===== src/rtl/stack_cpu_pkg.sv =====
// Shared definitions for the stack CPU: opcode and ALU operation encodings
// plus the control FSM state enum.
package stack_cpu_pkg;

    localparam logic [2:0] OP_ADD  = 3'b000;
    localparam logic [2:0] OP_SUB  = 3'b001;
    localparam logic [2:0] OP_AND  = 3'b010;
    localparam logic [2:0] OP_NOT  = 3'b011;
    localparam logic [2:0] OP_PUSH = 3'b100;
    localparam logic [2:0] OP_POP  = 3'b101;
    localparam logic [2:0] OP_JMP  = 3'b110;
    localparam logic [2:0] OP_JZ   = 3'b111;

    localparam logic [1:0] ALU_ADD = 2'b00;
    localparam logic [1:0] ALU_SUB = 2'b01;
    localparam logic [1:0] ALU_AND = 2'b10;
    localparam logic [1:0] ALU_NOT = 2'b11;

    typedef enum logic [3:0] {
        StIf,
        StId,
        StPopA,
        StPopB,
        StExec,
        StPushRes,
        StMemRd,
        StPushMem,
        StMemWr,
        StJmpS,
        StJzPop,
        StJzChk
    } state_e;

endpackage


===== src/rtl/stack_controller.sv =====
// Moore control FSM for the stack CPU: sequences fetch, decode, operand pops,
// ALU execution, memory transfers and jumps by driving datapath strobes.
module stack_controller
    import stack_cpu_pkg::*;
(
    input  logic       clk,
    input  logic       rst,
    input  logic [2:0] inst,
    output logic       ld_IR,
    output logic       PCorIR,
    output logic       push,
    output logic       pop,
    output logic       MEMorALU,
    output logic       ldA,
    output logic       ldB,
    output logic       PCup,
    output logic       PCwrite,
    output logic       J,
    output logic       JZ,
    output logic       write_enable,
    output logic [1:0] ALUop
);

    state_e     state_q, state_d;
    logic [2:0] op_q;

    always_ff @(posedge clk) begin
        if (rst) begin
            state_q <= StIf;
            op_q    <= OP_ADD;
        end else begin
            state_q <= state_d;
            if (state_q == StId) begin
                op_q <= inst;
            end
        end
    end

    always_comb begin
        state_d      = state_q;
        ld_IR        = 1'b0;
        PCorIR       = 1'b0;
        push         = 1'b0;
        pop          = 1'b0;
        MEMorALU     = 1'b0;
        ldA          = 1'b0;
        ldB          = 1'b0;
        PCup         = 1'b0;
        PCwrite      = 1'b0;
        J            = 1'b0;
        JZ           = 1'b0;
        write_enable = 1'b0;
        ALUop        = ALU_ADD;

        unique case (state_q)
            StIf: begin
                ld_IR   = 1'b1;
                PCup    = 1'b1;
                state_d = StId;
            end
            StId: begin
                // Jumps leave PC alone here; they write it once the target is chosen.
                PCup    = 1'b1;
                PCwrite = (inst != OP_JMP) && (inst != OP_JZ);
                case (inst)
                    OP_PUSH: state_d = StMemRd;
                    OP_JMP:  state_d = StJmpS;
                    OP_JZ:   state_d = StJzPop;
                    default: state_d = StPopA;
                endcase
            end
            StPopA: begin
                ldA = 1'b1;
                pop = 1'b1;
                if (op_q == OP_POP) begin
                    state_d = StMemWr;
                end else if (op_q == OP_NOT) begin
                    state_d = StExec;
                end else begin
                    state_d = StPopB;
                end
            end
            StPopB: begin
                ldB     = 1'b1;
                pop     = 1'b1;
                state_d = StExec;
            end
            StExec: begin
                ALUop   = op_q[1:0];
                state_d = StPushRes;
            end
            StPushRes: begin
                push     = 1'b1;
                MEMorALU = 1'b1;
                ALUop    = op_q[1:0];
                state_d  = StIf;
            end
            StMemRd: begin
                PCorIR  = 1'b1;
                state_d = StPushMem;
            end
            StPushMem: begin
                PCorIR  = 1'b1;
                push    = 1'b1;
                state_d = StIf;
            end
            StMemWr: begin
                PCorIR       = 1'b1;
                write_enable = 1'b1;
                state_d      = StIf;
            end
            StJmpS: begin
                J       = 1'b1;
                PCwrite = 1'b1;
                state_d = StIf;
            end
            StJzPop: begin
                ldA     = 1'b1;
                pop     = 1'b1;
                PCup    = 1'b1;
                state_d = StJzChk;
            end
            StJzChk: begin
                JZ      = 1'b1;
                PCwrite = 1'b1;
                PCup    = 1'b1;
                state_d = StIf;
            end
            default: state_d = StIf;
        endcase

        if (rst) begin
            ld_IR        = 1'b0;
            PCorIR       = 1'b0;
            push         = 1'b0;
            pop          = 1'b0;
            MEMorALU     = 1'b0;
            ldA          = 1'b0;
            ldB          = 1'b0;
            PCup         = 1'b0;
            PCwrite      = 1'b0;
            J            = 1'b0;
            JZ           = 1'b0;
            write_enable = 1'b0;
            ALUop        = ALU_ADD;
        end
    end

endmodule


===== config.mk =====
export PLATFORM = sky130hd
export DESIGN_NAME = stack_controller
export DESIGN_NICKNAME = d
export VERILOG_FILES = /design/src/rtl/stack_cpu_pkg.sv /design/src/rtl/stack_controller.sv
export SDC_FILE = /design/constraint.sdc
export NUM_CORES = 1
export LEC_CHECK = 0
export BUFFER_PORTS_ARGS = -buffer_cell sky130_fd_sc_hd__buf_2
export CORE_AREA = 8 8 45 47
export CTS_CLUSTER_DIAMETER = 100
export CTS_CLUSTER_SIZE = 10
export DETAILED_ROUTE_END_ITERATION = 7
export DIE_AREA = 0 0 53 55
export PLACE_DENSITY_LB_ADDON = 0.25
export SLEW_MARGIN = 20
export SYNTH_ARGS = -nofsm -noshare
export SYNTH_HDL_FRONTEND = slang
export SYNTH_SLANG_ARGS = --single-unit

===== constraint.sdc =====
create_clock -name clk -period 2.1 [get_ports clk]
set_input_delay 0.42 -clock clk [delete_from_list [all_inputs] [get_ports clk]]
set_output_delay 0.42 -clock clk [all_outputs]
set_load 0.01 [all_outputs]

* After elaboration in Yosys (flattened, before gate mapping) *
Index checks and enable logic that the tools add are counted.

cells by class
  eq/ne operators = 18
  muxes and demuxes = 30
  reduce and logical (&&, ||, !) cells = 9

operators by type and width
  kind                                                 number
  one-hot mux 4 bit (7 select lines)                   1
  2-to-1 mux 1 bit                                     23
  equality test 4 x 3 -> 1 bit, second input constant  4
  equality test 4 bit, second input constant           4
  equality test 3 bit, second input constant           4
  one-hot mux 4 bit (3 select lines)                   1
  equality test 4 x 2 -> 1 bit, second input constant  2
  OR reduction 2 bit                                   4
  inequality test 3 bit, second input constant         2
  OR reduction 3 bit                                   2
  equality test 4 x 1 -> 1 bit, second input constant  1
  zero test 4 bit                                      1
  2-to-1 mux 2 bit                                     2
  2-to-1 mux 4 bit                                     1
  OR reduction 4 bit                                   1
  equality test 3 x 2 -> 1 bit, second input constant  1
  2-to-1 mux 3 bit                                     1
  one-hot mux 1 bit (2 select lines)                   1
  logical AND 1 bit                                    1

storage, ports and cells
  register bits after elaboration = 7
  input port bits = 5
  output and inout port bits = 14
  word-level logic and storage cells = 59

* Logic depth before layout (Yosys ltp) *
Gate-level depths: netlist of run 1.

  depth after elaboration = 4
  gate-level depth with buffers = 4
  gate-level depth less buffers = 3

* Worst setup path before layout of run 1 *
OpenSTA, ideal clock, no wires.

  path type = register to output
  start = register state_q[3]
  end = output ld_IR
  arrival = 1.325 ns
  data required time = 1.680 ns
  path slack = 0.355 ns
  stages on the path, launching flop included = 5
  buffers on the path = 2
  path through = dfxtp_1 > buf_2 > or2_2 > clkbuf_1 > nor4_1

on the way
  cells in the longest elaborated chain, start to end = 3

ends and longest elaborated chain
  element                 line                     text
  start, declared         stack_controller.sv:24   state_e state_q, state_d;
  start signal, assigned  stack_controller.sv:29   state_q <= StIf;
  start signal, assigned  stack_controller.sv:32   state_q <= state_d;
  zero test 4 bit         stack_controller.sv:55   unique case (state_q)
  2-to-1 mux 1 bit        stack_controller.sv:55
  2-to-1 mux 1 bit        stack_controller.sv:132  if (rst) begin
  end, declared           stack_controller.sv:9    output logic ld_IR,

No other way between the ends.

* Final worst setup path of run 1 *
Same ends and word-level chain as after synthesis.

==> impl_summary.md, run 1 <==
Job
The tool flagged a number of max-cap violations equal to 0.

Drt
The highest metal layer used by the detailed router is met4. The detailed router put a total of 655 µm of wire on met1. After detailed routing, the total wire length is 1460 µm. The routed design uses 684 µm of met2 wire.

The residual antenna-violating net count after detailed routing is 0. After detailed routing, the number of remaining DRC violations is 0. Summed over all nets, wire length on met3 after detailed routing comes to 87 µm. The number of DRC violations after detailed-routing iteration 0 is 16. In the routed layout, each cell is associated on average with a via count of 5.723. For this block, the via count after detailed routing is 578. The first detailed-routing pass took 4 iterations. The mean routed wirelength per cell is 14.46 µm.

STA
Setup repair after global routing left no endpoint under its margin. The final cycle utilization of the critical path is 91.88%. The pin slew with the least headroom to its limit is 0.5865 ns.

For the final database, setup skew stands at 0.005195 ns. After routing, the total negative slack on setup checks comes to 0 ns. Setup violations remaining at the end of the flow were counted as 0.

The peak clock frequency supported by timing is 0.5182 GHz. The final critical delay including setup and external delays is 1.930 ns. The final number of max-transition violations is 0. The final-report hold violation count was 0.

The tightest hold margin is 0.4391 ns. The worst pin sits at a relative slew slack of 60.84%.

Worst setup path
For this run, the slowest stage of the critical path takes 0.46 ns. The worst setup path category is reg -> out. The largest driver fanout on the critical path is 13. The endpoint type of the worst setup path is a primary output. Walking the worst path, the cells encountered are or2_2 > nor4_1 > buf_2. The kind of start point of the critical path is a flip-flop. The critical path data required time is 1.68 ns. The data arrival time at the worst-slack endpoint is 1.51 ns.

The slowest stage of the critical path is the sky130_fd_sc_hd__dfxtp_1 cell.

Synth
Synthesis produced 71 cells. The synthesized netlist contains 31 unique library cells. The synthesized area per cell is 8.335 µm².

When the netlist entered floorplanning its net count stood at 76. The post-synthesis instance area is 591.8 µm². The number of warning messages in the yosys log is 0. The number of flip-flops and latches in the synthesized netlist is 7. The proportion of synthesized chip area in sequential cells is 23.68%.

Clocking
The H-tree depth is 1. The cell chosen for the clock root is sky130_fd_sc_hd__clkbuf_4. Counting along the longest clock path gives a buffer depth of 2. The later pin in the worst-skew pair is clocked with a latency of 0.26 ns. The clock-pin slew on the worst setup and hold paths is 0.06 ns. The number of buffers added by the clock tree synthesis step is 3. Once the clock tree was built, the setup fixing pass inserted 0 buffers.

Counting every sink on the clock net gives 7. The count of cells resized by post-cts repair is 0. TritonCTS built the clock tree. In this run, post-CTS hold repair placed 0 buffers.

Floorplan
The boundary pin count is 19. The area of the placeable core is 1384 µm². The horizontal extent of the die is 53 µm. The die span in y is 55 µm. The number of core rows is 14. For this configuration, the core starts out at a cell density of 42.77%. The area enclosed by the die boundary is 2915 µm².

Global route
For this run the aggregate overflow at the end of global routing stands at 0. The overall global routing resource usage is 10.94%. The via count of the first global-routing pass is 543. The largest net degree at the start of global routing is 18.

The number of antenna violations at the first check in global routing came to 0. The first global-routing pass estimated 2449 µm of wire.

Final layout
After routing the design area is 688.2 µm². Compared with the post-synthesis result, the final layout area differs by 16.28%. The number of nets in the layout is 91.

The fraction of layout instances using a drive strength above 1 is 34.12%. Fill cells in the final layout number 134. The repair_antennas step left the layout with diodes totalling 0.

Outcome
The run finished with clean final reports.

Hold path
The worst hold path belongs to the class in -> reg.

Pwr
For this design the static power due to leakage is 0.0003021 µW. The peak supply drop is 0.4548 mV. The cell area power density is 928.7 nW/µm².

Place
The wire-length estimate of the detail-placed layout is 1043 µm. The weighted congestion reported at the end of routability-driven placement is 0.7171. Summing all placed instances gives a cell area of 660.6 µm². The count of input and output buffers is 18.
==> cells in the final DEF, fill, tap and decap left out, types with 2 or more instances in the layout <==
cell | netlist | layout
sky130_fd_sc_hd__buf_2 | 3 | 18
sky130_fd_sc_hd__dfxtp_1 | 7 | 7
sky130_fd_sc_hd__xor2_1 | 2 | 2
sky130_fd_sc_hd__mux2i_1 | 3 | 3
sky130_fd_sc_hd__a221oi_2 | 4 | 4
sky130_fd_sc_hd__nor4b_1 | 3 | 3
sky130_fd_sc_hd__nor3b_1 | 2 | 2
sky130_fd_sc_hd__inv_1 | 2 | 2
sky130_fd_sc_hd__nand2_1 | 4 | 4
sky130_fd_sc_hd__nor3_1 | 6 | 6
sky130_fd_sc_hd__nor2_1 | 8 | 8
sky130_fd_sc_hd__a21oi_1 | 2 | 2
sky130_fd_sc_hd__clkbuf_4 | 0 | 3
sky130_fd_sc_hd__nand2b_1 | 4 | 4
==> final cells by class <==
type,count,area (µm²),area share (%)
clock inverters,1,5.005,0.7273
inverters,2,7.507,1.091
clock buffers,3,22.52,3.273
flip-flops and latches,7,140.1,20.36
well taps,16,20.02,2.909
multi-input cells,54,402.9,58.55
repair buffers,18,90.09,13.09
==> synth_stat cells <==
| cell type | instances | area, µm² |
|---|---|---|
| sky130_fd_sc_hd__or2_2 | 1 | 6.260 |
| sky130_fd_sc_hd__mux2i_1 | 3 | 30.03 |
| sky130_fd_sc_hd__nor2_1 | 8 | 30.03 |
| sky130_fd_sc_hd__o211a_1 | 1 | 10.01 |
| sky130_fd_sc_hd__nor4b_1 | 3 | 26.28 |
| sky130_fd_sc_hd__inv_1 | 2 | 7.510 |
| sky130_fd_sc_hd__a21o_1 | 1 | 7.510 |
| sky130_fd_sc_hd__a211o_1 | 1 | 8.760 |
| sky130_fd_sc_hd__o21ai_1 | 1 | 5.000 |
| sky130_fd_sc_hd__nand3b_1 | 1 | 7.510 |
| sky130_fd_sc_hd__and3b_1 | 1 | 8.760 |
| sky130_fd_sc_hd__clkbuf_1 | 4 | 15.01 |
| sky130_fd_sc_hd__xor2_1 | 2 | 17.52 |
| sky130_fd_sc_hd__buf_2 | 3 | 15.01 |
| sky130_fd_sc_hd__nand3_1 | 1 | 5.000 |
| sky130_fd_sc_hd__buf_6 | 1 | 11.26 |
| sky130_fd_sc_hd__dfxtp_1 | 7 | 140.1 |
| sky130_fd_sc_hd__a2bb2oi_1 | 1 | 8.760 |
| sky130_fd_sc_hd__nor3b_1 | 2 | 15.01 |
| sky130_fd_sc_hd__a41oi_2 | 1 | 16.27 |
| sky130_fd_sc_hd__nor4b_4 | 1 | 23.77 |
| sky130_fd_sc_hd__a21oi_1 | 2 | 10.01 |
| sky130_fd_sc_hd__o211ai_1 | 1 | 7.510 |
| sky130_fd_sc_hd__nor4_1 | 1 | 6.260 |
| sky130_fd_sc_hd__and2_1 | 1 | 6.260 |
| sky130_fd_sc_hd__a221oi_2 | 4 | 60.06 |
| sky130_fd_sc_hd__nand2b_1 | 4 | 25.02 |
| sky130_fd_sc_hd__a311o_1 | 1 | 10.01 |
| sky130_fd_sc_hd__nand2_1 | 4 | 15.01 |
| sky130_fd_sc_hd__a31oi_1 | 1 | 6.260 |
| sky130_fd_sc_hd__nor3_1 | 6 | 30.03 |
==> where the power goes <==
| part | internal (µW) | total, µW | switching [µW] |
|---|---|---|---|
| registers | 161 | 240 | 79.5 |
| clock network | 70.2 | 130 | 60.2 |
| logic | 131 | 268 | 138 |
==> flip-flops by register name (all words and copies together) (netlist names) <==
register	flops
op_q	3
state_q	4
==> critical path: cells and delay by family (launching register included) <==
kind,cells,cell delay (ns)
AND/OR/NAND/NOR,2,0.61
flip-flops,1,0.46
buffers and inverters,1,0.17
==> cell families (layout without fill, tap and decap cells) <==
group | after synthesis | in the layout | share of synthesized area [%]
mux | 3 | 3 | 5.074
compound gates | 15 | 15 | 25.37
simple gates | 34 | 34 | 34.67
xor+xnor | 2 | 2 | 2.960
flops | 7 | 7 | 23.68
buf+inv | 10 | 24 | 8.244
==> per-stage QoR <==
stage	cells	setup WS (ns)	total power, µW	util, %
CTS	101	0.1664	644.2	49.73
floorplan	71	0.3554	460.5	-
detailed placement	97	0.3984	511.2	47.74
global route	101	0.02295	687.5	49.73
finish	101	0.1704	639.1	49.73
global placement	97	0.4182	510.4	47.74
==> metal layers <==
metal,GRT usage [%],vias up
li1,-,288
met1,12.96,275
met2,16.80,12
met3,3.209,3
met4,7.328,0
met5,0,-
==> worst paths after layout <==
path,startpoint,end,depth (start not counted),slack (ns)
setup / recovery,state_q[3],ld_IR,3,0.17
hold / removal,inst[0],op_q[0],3,0.44
setup reg to reg,state_q[0],state_q[0],3,0.42
hold reg to reg,op_q[2],op_q[2],2,0.56
(Power assumes the default switching activity.)
==> run 2: changes to the inputs <==
Settings changed: CORE_AREA 8 8 45 47 to 8 8 51 53, DIE_AREA 0 0 53 55 to 0 0 59 61.
==> run 2 against run 1 <==
Against the previous run: clock-buffer cell count unchanged; fmax rose by 0.11%; die area is 23% higher; combinational power is 3% higher; via count decreased by 0.87%; sequential power down 3%; total power decreased by 0.49%; setup slack better by 0.0020 ns; first-iteration DRC count shrank 38%; hold slack better by 0.037 ns; register-to-register slack improved by 0.05 ns; flip-flop and latch count did not move; critical path type unchanged; largest power group unchanged.
==> impl_summary.md, run 2 (synthesis gave the netlist of run 1 again) <==
Outcome
The flow ran to the end, and the final reports show no timing, DRC or antenna violations.

Place
The instance count after placement with tap cells included is 109 (+12%). The detailed placement HPWL came to 1114 µm (+6.8%). The instance area after placement is 681.9 µm² (+3.2%). The weighted congestion reported at the end of routability-driven placement came to 0.7222 (+0.71%). The count of input and output buffers came to 18 (unchanged).

Final layout
Relative to the synthesized area, the layout overhead comes to 19.87%. The final cell area excluding filler cells is 709.4 µm² (+3.1%). The number of antenna diodes is 0 (unchanged). The number of nets in the layout is 92 (+1.1%). The register name with the most flops is state_q. The largest registers in the layout are state_q x4, op_q x3. In the layout the commonest cells are sky130_fd_sc_hd__buf_2 (18), sky130_fd_sc_hd__nor2_1 (8), sky130_fd_sc_hd__dfxtp_1 (7). The area occupied by multi-input gates is 402.9 µm² (unchanged). The fill cell total of the finished layout is 211 (+57%). The fraction of layout instances using a drive strength above 1 is 34.88% (+0.77 points).

The leading cell type in the layout, fill and taps excluded is sky130_fd_sc_hd__buf_2. The footprint of the flip-flops and latches is 140.1 µm² (unchanged). The post-route non-filler standard cell count is 113 (+12%).

The flip-flop count of the largest register after layout is 4 (unchanged).

Clocking
The clock-pin slew on the worst setup and hold paths was 0.06 ns (about the same). The clock insertion delay at the later pin of the skew report is 0.26 ns (about the same). The worst-case clock buffer depth came to 2 (unchanged). The sink count of the clock tree is 7 (unchanged). The count of cells resized by post-cts repair was 0 (unchanged). The TritonCTS clock tree is done.

The H-tree depth is 1 (unchanged). The cell chosen for the clock root is sky130_fd_sc_hd__clkbuf_4. The cts-stage hold buffer count is 0 (unchanged). The number of buffers added by the clock tree synthesis step is 3 (unchanged).

The number of buffers added for setup after CTS is 0 (unchanged).

Floorplan
The area of the placeable core is 1842 µm² (+33%). The boundary pin count was 19 (unchanged). The die span in y came to 61 µm (+11%).

The number of core rows came to 16 (+2). The area enclosed by the die boundary is 3599 µm² (+23%). The horizontal extent of the die was 59 µm (+11%). The starting density of the core is 32.13% (-11 points).

Worst setup path
The worst setup path category is reg -> out. The worst setup path is captured at a primary output. The data arrival time at the worst-slack endpoint came to 1.51 ns (about the same). STA classifies the critical path startpoint as a flip-flop. The largest driver fanout on the critical path is 16 (+3). The critical path data required time was 1.68 ns (about the same).

STA
The final total negative setup slack came to 0 ns (unchanged). The final number of max-transition violations was 0 (unchanged). The setup-violating endpoint count in the final report is 0 (unchanged). The final cycle utilization of the critical path came to 91.79% (-0.097 points). The final critical delay including setup and external delays is 1.928 ns (-0.002028 ns).

The pin slew with the least headroom to its limit is 0.6247 ns (+0.03820 ns). Setup repair after global routing left no endpoint under its margin. The clock skew was 0.008134 ns (+0.002939 ns). The tightest hold margin is 0.4765 ns (+0.03736 ns).

The peak clock frequency supported by timing is 0.5188 GHz (+0.11%). The normalized max-slew margin is 58.29% (-2.5 points). The final-report hold violation count is 0 (unchanged).

Global route
The number of antenna violations at the first check in global routing is 0 (unchanged). The remaining global-route overflow is 0 (unchanged). The via count of the first global-routing pass is 534 (-1.7%). The global-route wire length before repair is 2380 µm (-2.8%). The largest net degree at the start of global routing is 18 (unchanged). The overall global routing resource usage is 8.301% (-2.6 points).

Drt
The via count of the routed design came to 573 (-0.87%). The via count normalized by instance count was 5.071 (-11%). The number of DRC violations after detailed-routing iteration 0 was 10 (-6). The final wirelength is 1435 µm (-1.7%). The mean routed wirelength per cell is 12.70 µm (-12%). The DRC violations left is 0 (unchanged). The residual antenna-violating net count after detailed routing came to 0 (unchanged). The number of search-and-repair iterations in the first detailed-routing pass is 4 (unchanged).

Pwr
The peak supply drop is 0.4005 mV (-12%). The power after layout is 636.0 µW (-0.49%). The cell area power density is 896.5 nW/µm² (-3.5%).

The standby leakage power is 0.0003075 µW (+1.8%).

Job
The reported max-cap violation count is 0 (unchanged).

Hold path
In this run the worst hold path is classified as in -> reg.
==> run 2: cell count changes in the layout (fill, tap and decap cells not counted), sizes merged <==
cell / change
buf: +1
==> run 2: per-stage QoR <==
step / setup slack, ns / util [%]
after detailed placement: 0.4388 / 37.02
after CTS: 0.1695 / 38.52
after global routing: 0.09937 / 38.52
after global placement: 0.4502 / 37.02
after floorplan: 0.3554 / -
final: 0.1725 / 38.52
==> run 2: path summary, 6_finish.rpt <==
check | startpoint | endpoint | slack (ns) | cells after the start
setup / recovery | state_q[1] | ldA | 0.17 | 3
hold reg to reg | op_q[2] | op_q[2] | 0.56 | 2
hold / removal | inst[0] | op_q[0] | 0.48 | 3
setup reg to reg | state_q[0] | state_q[0] | 0.47 | 3
==> run 2: area by class of cell <==
type / instances / share of cell area, %
flip-flops and latches: 7 / 19.75
inverters: 2 / 1.058
clock inverters: 1 / 0.7055
multi-input cells: 54 / 56.79
well taps: 27 / 4.762
repair buffers: 19 / 13.76
clock buffers: 3 / 3.175
==> run 2: critical path: stages (launching register included) <==
cell,delay [ns]
sky130_fd_sc_hd__dfxtp_1,0.72
sky130_fd_sc_hd__nand2b_1,0.19
sky130_fd_sc_hd__nor3_1,0.18
sky130_fd_sc_hd__buf_2,0.16
==> run 2: per-layer routing <==
| metal | vias to the layer above | wire, µm | global-route usage [%] |
|---|---|---|---|
| met4 | 0 | 12 | 4.096 |
| met1 | 266 | 681 | 10.45 |
| li1 | 295 | - | - |
| met3 | 2 | 43 | 1.695 |
| met5 | - | 0 | 0 |
| met2 | 10 | 698 | 13.08 |
==> run 2: report_power, final <==
group          leakage (µW)  total [µW]  internal [µW]  switching, µW
registers         0.0000574         234            161           73.0
logic              0.000232         277            134            143
clock network     0.0000177         125           69.8           55.1
==> run 3: changes to the inputs <==
Settings changed: PLACE_DENSITY_LB_ADDON 0.25 to 0.08, SKIP_CTS_REPAIR_TIMING set to 1.
==> run 3 against run 2 <==
Against the previous run: register-to-register slack about the same; utilization unchanged; final cell count is the same; final area unchanged; fmax grew 0.41%; non-clock buffer count unchanged; largest power group unchanged; first-iteration DRC count is the same; setup slack improved by 0.0079 ns; clock power about the same; clock-buffer cell count is the same; critical path depth unchanged.
==> impl_summary.md, run 3 (synthesis gave the netlist of run 1 again) <==
Outcome
The run finished with clean final reports.

Hold path
In this run the worst hold path is classified as in -> reg. The worst hold path startpoint is inst[0].

Floorplan
The horizontal extent of the die is 59 µm (unchanged). The starting density of the core came to 32.13% (unchanged). The boundary pin count is 19 (unchanged). The area enclosed by the die boundary is 3599 µm² (unchanged). The area of the placeable core is 1842 µm² (unchanged). The die span in y is 61 µm (unchanged). The number of core rows was 16 (unchanged).

Worst setup path
The timing startpoint of the critical path is state_q[3]. The worst setup path category is reg -> out. The kind of start point of the critical path is a flip-flop.

The termination of the worst setup path is ld_IR. The endpoint type of the worst setup path is a primary output. The data arrival time at the worst-slack endpoint is 1.50 ns (about the same).

The number of cells on the worst reg-to-reg path is 3 (unchanged). The critical path data required time came to 1.68 ns (about the same). The startpoint identified for the worst register-to-register timing path is state_q[1]. The reg2reg setup slack is 0.47 ns (about the same).

The largest driver fanout on the critical path is 13 (-3). The endpoint of the worst-slack reg-to-reg timing path is state_q[0].

Job
The reported max-cap violation count is 0 (unchanged).

STA
Setup repair after global routing left no endpoint under its margin. The tightest hold margin was 0.4570 ns (-0.01950 ns). The final cycle utilization of the critical path was 91.41% (-0.38 points). The final number of max-transition violations is 0 (unchanged). The peak clock frequency supported by timing is 0.5209 GHz (+0.41%). The final total negative setup slack is 0 ns (unchanged). The normalized max-slew margin is 59.89% (+1.6 points). The final-report hold violation count is 0 (unchanged). The clock skew is 0.008434 ns (+0.0003005 ns). The setup-violating endpoint count in the final report came to 0 (unchanged). The final critical delay including setup and external delays is 1.920 ns (-0.007947 ns). The pin slew with the least headroom to its limit is 0.6009 ns (-0.02384 ns).

Final layout
The flip-flop count of the largest register after layout is 4 (unchanged). The fill cell total of the finished layout was 206 (-2.4%). The post-route non-filler standard cell count was 113 (unchanged). The number of antenna diodes is 0 (unchanged).

The post-layout utilization of the core is 38.52% (unchanged). The library cell used most frequently in the layout, excluding fill and tap cells, is sky130_fd_sc_hd__buf_2. The area growth from synthesis to layout is 19.87% (unchanged). The fraction of layout instances using a drive strength above 1 came to 34.88% (unchanged). The register name with the most flops is state_q. The number of nets in the layout is 92 (unchanged). The top cell types in the final layout, fill and taps aside, are sky130_fd_sc_hd__buf_2 (18), sky130_fd_sc_hd__nor2_1 (8), sky130_fd_sc_hd__dfxtp_1 (7). In the final layout, the registers with the most flip-flops are state_q x4, op_q x3.

Pwr
The standby leakage power came to 0.0003071 µW (-0.11%). The power after layout is 643.0 µW (+1.1%). The peak supply drop is 0.4994 mV (+25%). The cell area power density came to 906.3 nW/µm² (+1.1%).

Place
The detailed placement HPWL is 1097 µm (-1.5%). The count of input and output buffers came to 18 (unchanged). The weighted congestion reported at the end of routability-driven placement is 0.7105 (-1.6%). The instance count after placement with tap cells included came to 109 (unchanged).

Global route
The global-route wire length before repair is 2235 µm (-6.1%). The largest net degree at the start of global routing is 18 (unchanged). The via count of the first global-routing pass was 483 (-9.6%). The remaining global-route overflow is 0 (unchanged). The overall global routing resource usage is 7.789% (-0.51 points). The number of antenna violations at the first check in global routing is 0 (unchanged).

Clocking
The H-tree depth is 1 (unchanged). The clock insertion delay at the later pin of the skew report is 0.25 ns (about the same). The number of buffers added by the clock tree synthesis step is 3 (unchanged). The cell chosen for the clock root is sky130_fd_sc_hd__clkbuf_4. TritonCTS built the clock tree.

The sink count of the clock tree came to 7 (unchanged). The clock-pin slew on the worst setup and hold paths is 0.06 ns (about the same). The worst-case clock buffer depth came to 2 (unchanged).

Drt
The residual antenna-violating net count after detailed routing came to 0 (unchanged). The via count of the routed design is 567 (-1.0%). The final wirelength is 1477 µm (+2.9%). The number of search-and-repair iterations in the first detailed-routing pass is 4 (unchanged). The number of DRC violations after detailed-routing iteration 0 is 10 (unchanged). The via count normalized by instance count is 5.018 (-1.0%).

The DRC violations left is 0 (unchanged). The mean routed wirelength per cell is 13.07 µm (+2.9%).
-- run 3: cell counts in the layout (fill, tap and decap cells not counted) --
Identical to the previous run, type by type.
-- run 3: final cells by class --
cell class,count,area (µm²),area share (%)
timing repair buffer,19,97.59,13.76
clock buffer,3,22.52,3.175
clock inverter,1,5.005,0.7055
multi-input combinational,54,402.9,56.79
sequential,7,140.1,19.75
tap,27,33.78,4.762
inverter,2,7.507,1.058
-- run 3: worst min path at each step --
stage	slack, ns	depth (start not counted)	end
detailed placement	0.55	2	op_q[2]
global placement	0.54	2	op_q[2]
finish	0.46	3	op_q[0]
global route	0.49	3	op_q[0]
CTS	0.46	3	op_q[0]
floorplan	0.51	2	op_q[0]
-- run 3: report_power, final --
group | leakage (µW) | internal (µW) | total, µW | switching (µW)
Combinational | 0.000232 | 138 | 294 | 156
Clock | 0.0000177 | 69.8 | 125 | 55.1
Sequential | 0.0000574 | 161 | 224 | 63.0
Total | 0.000307 | 369 | 643 | 274
-- run 3: per-stage QoR --
stage | instance area [µm²] | setup slack (ns)
final | 709.4 | 0.1804
after global routing | 709.4 | 0.04762
after CTS | 709.4 | 0.1700
after detailed placement | 681.9 | 0.3911
after global placement | 681.9 | 0.3915
after floorplan | 591.8 | 0.3554
-- run 3: worst max-delay path, cell delays in order, from the launching register on --
cell                      delay, ns
sky130_fd_sc_hd__dfxtp_1       0.45
sky130_fd_sc_hd__or2_2         0.44
sky130_fd_sc_hd__nor4_1        0.17
sky130_fd_sc_hd__buf_2         0.17
-- run 3: layer usage --
| metal | share of wire [%] | vias to the layer above | track usage [%] |
|---|---|---|---|
| met1 | 48 | 264 | 9.762 |
| li1 | - | 292 | - |
| met5 | 0 | - | 0 |
| met4 | 0 | 0 | 2.048 |
| met3 | 3.7 | 0 | 2.119 |
| met2 | 48 | 11 | 12.77 |
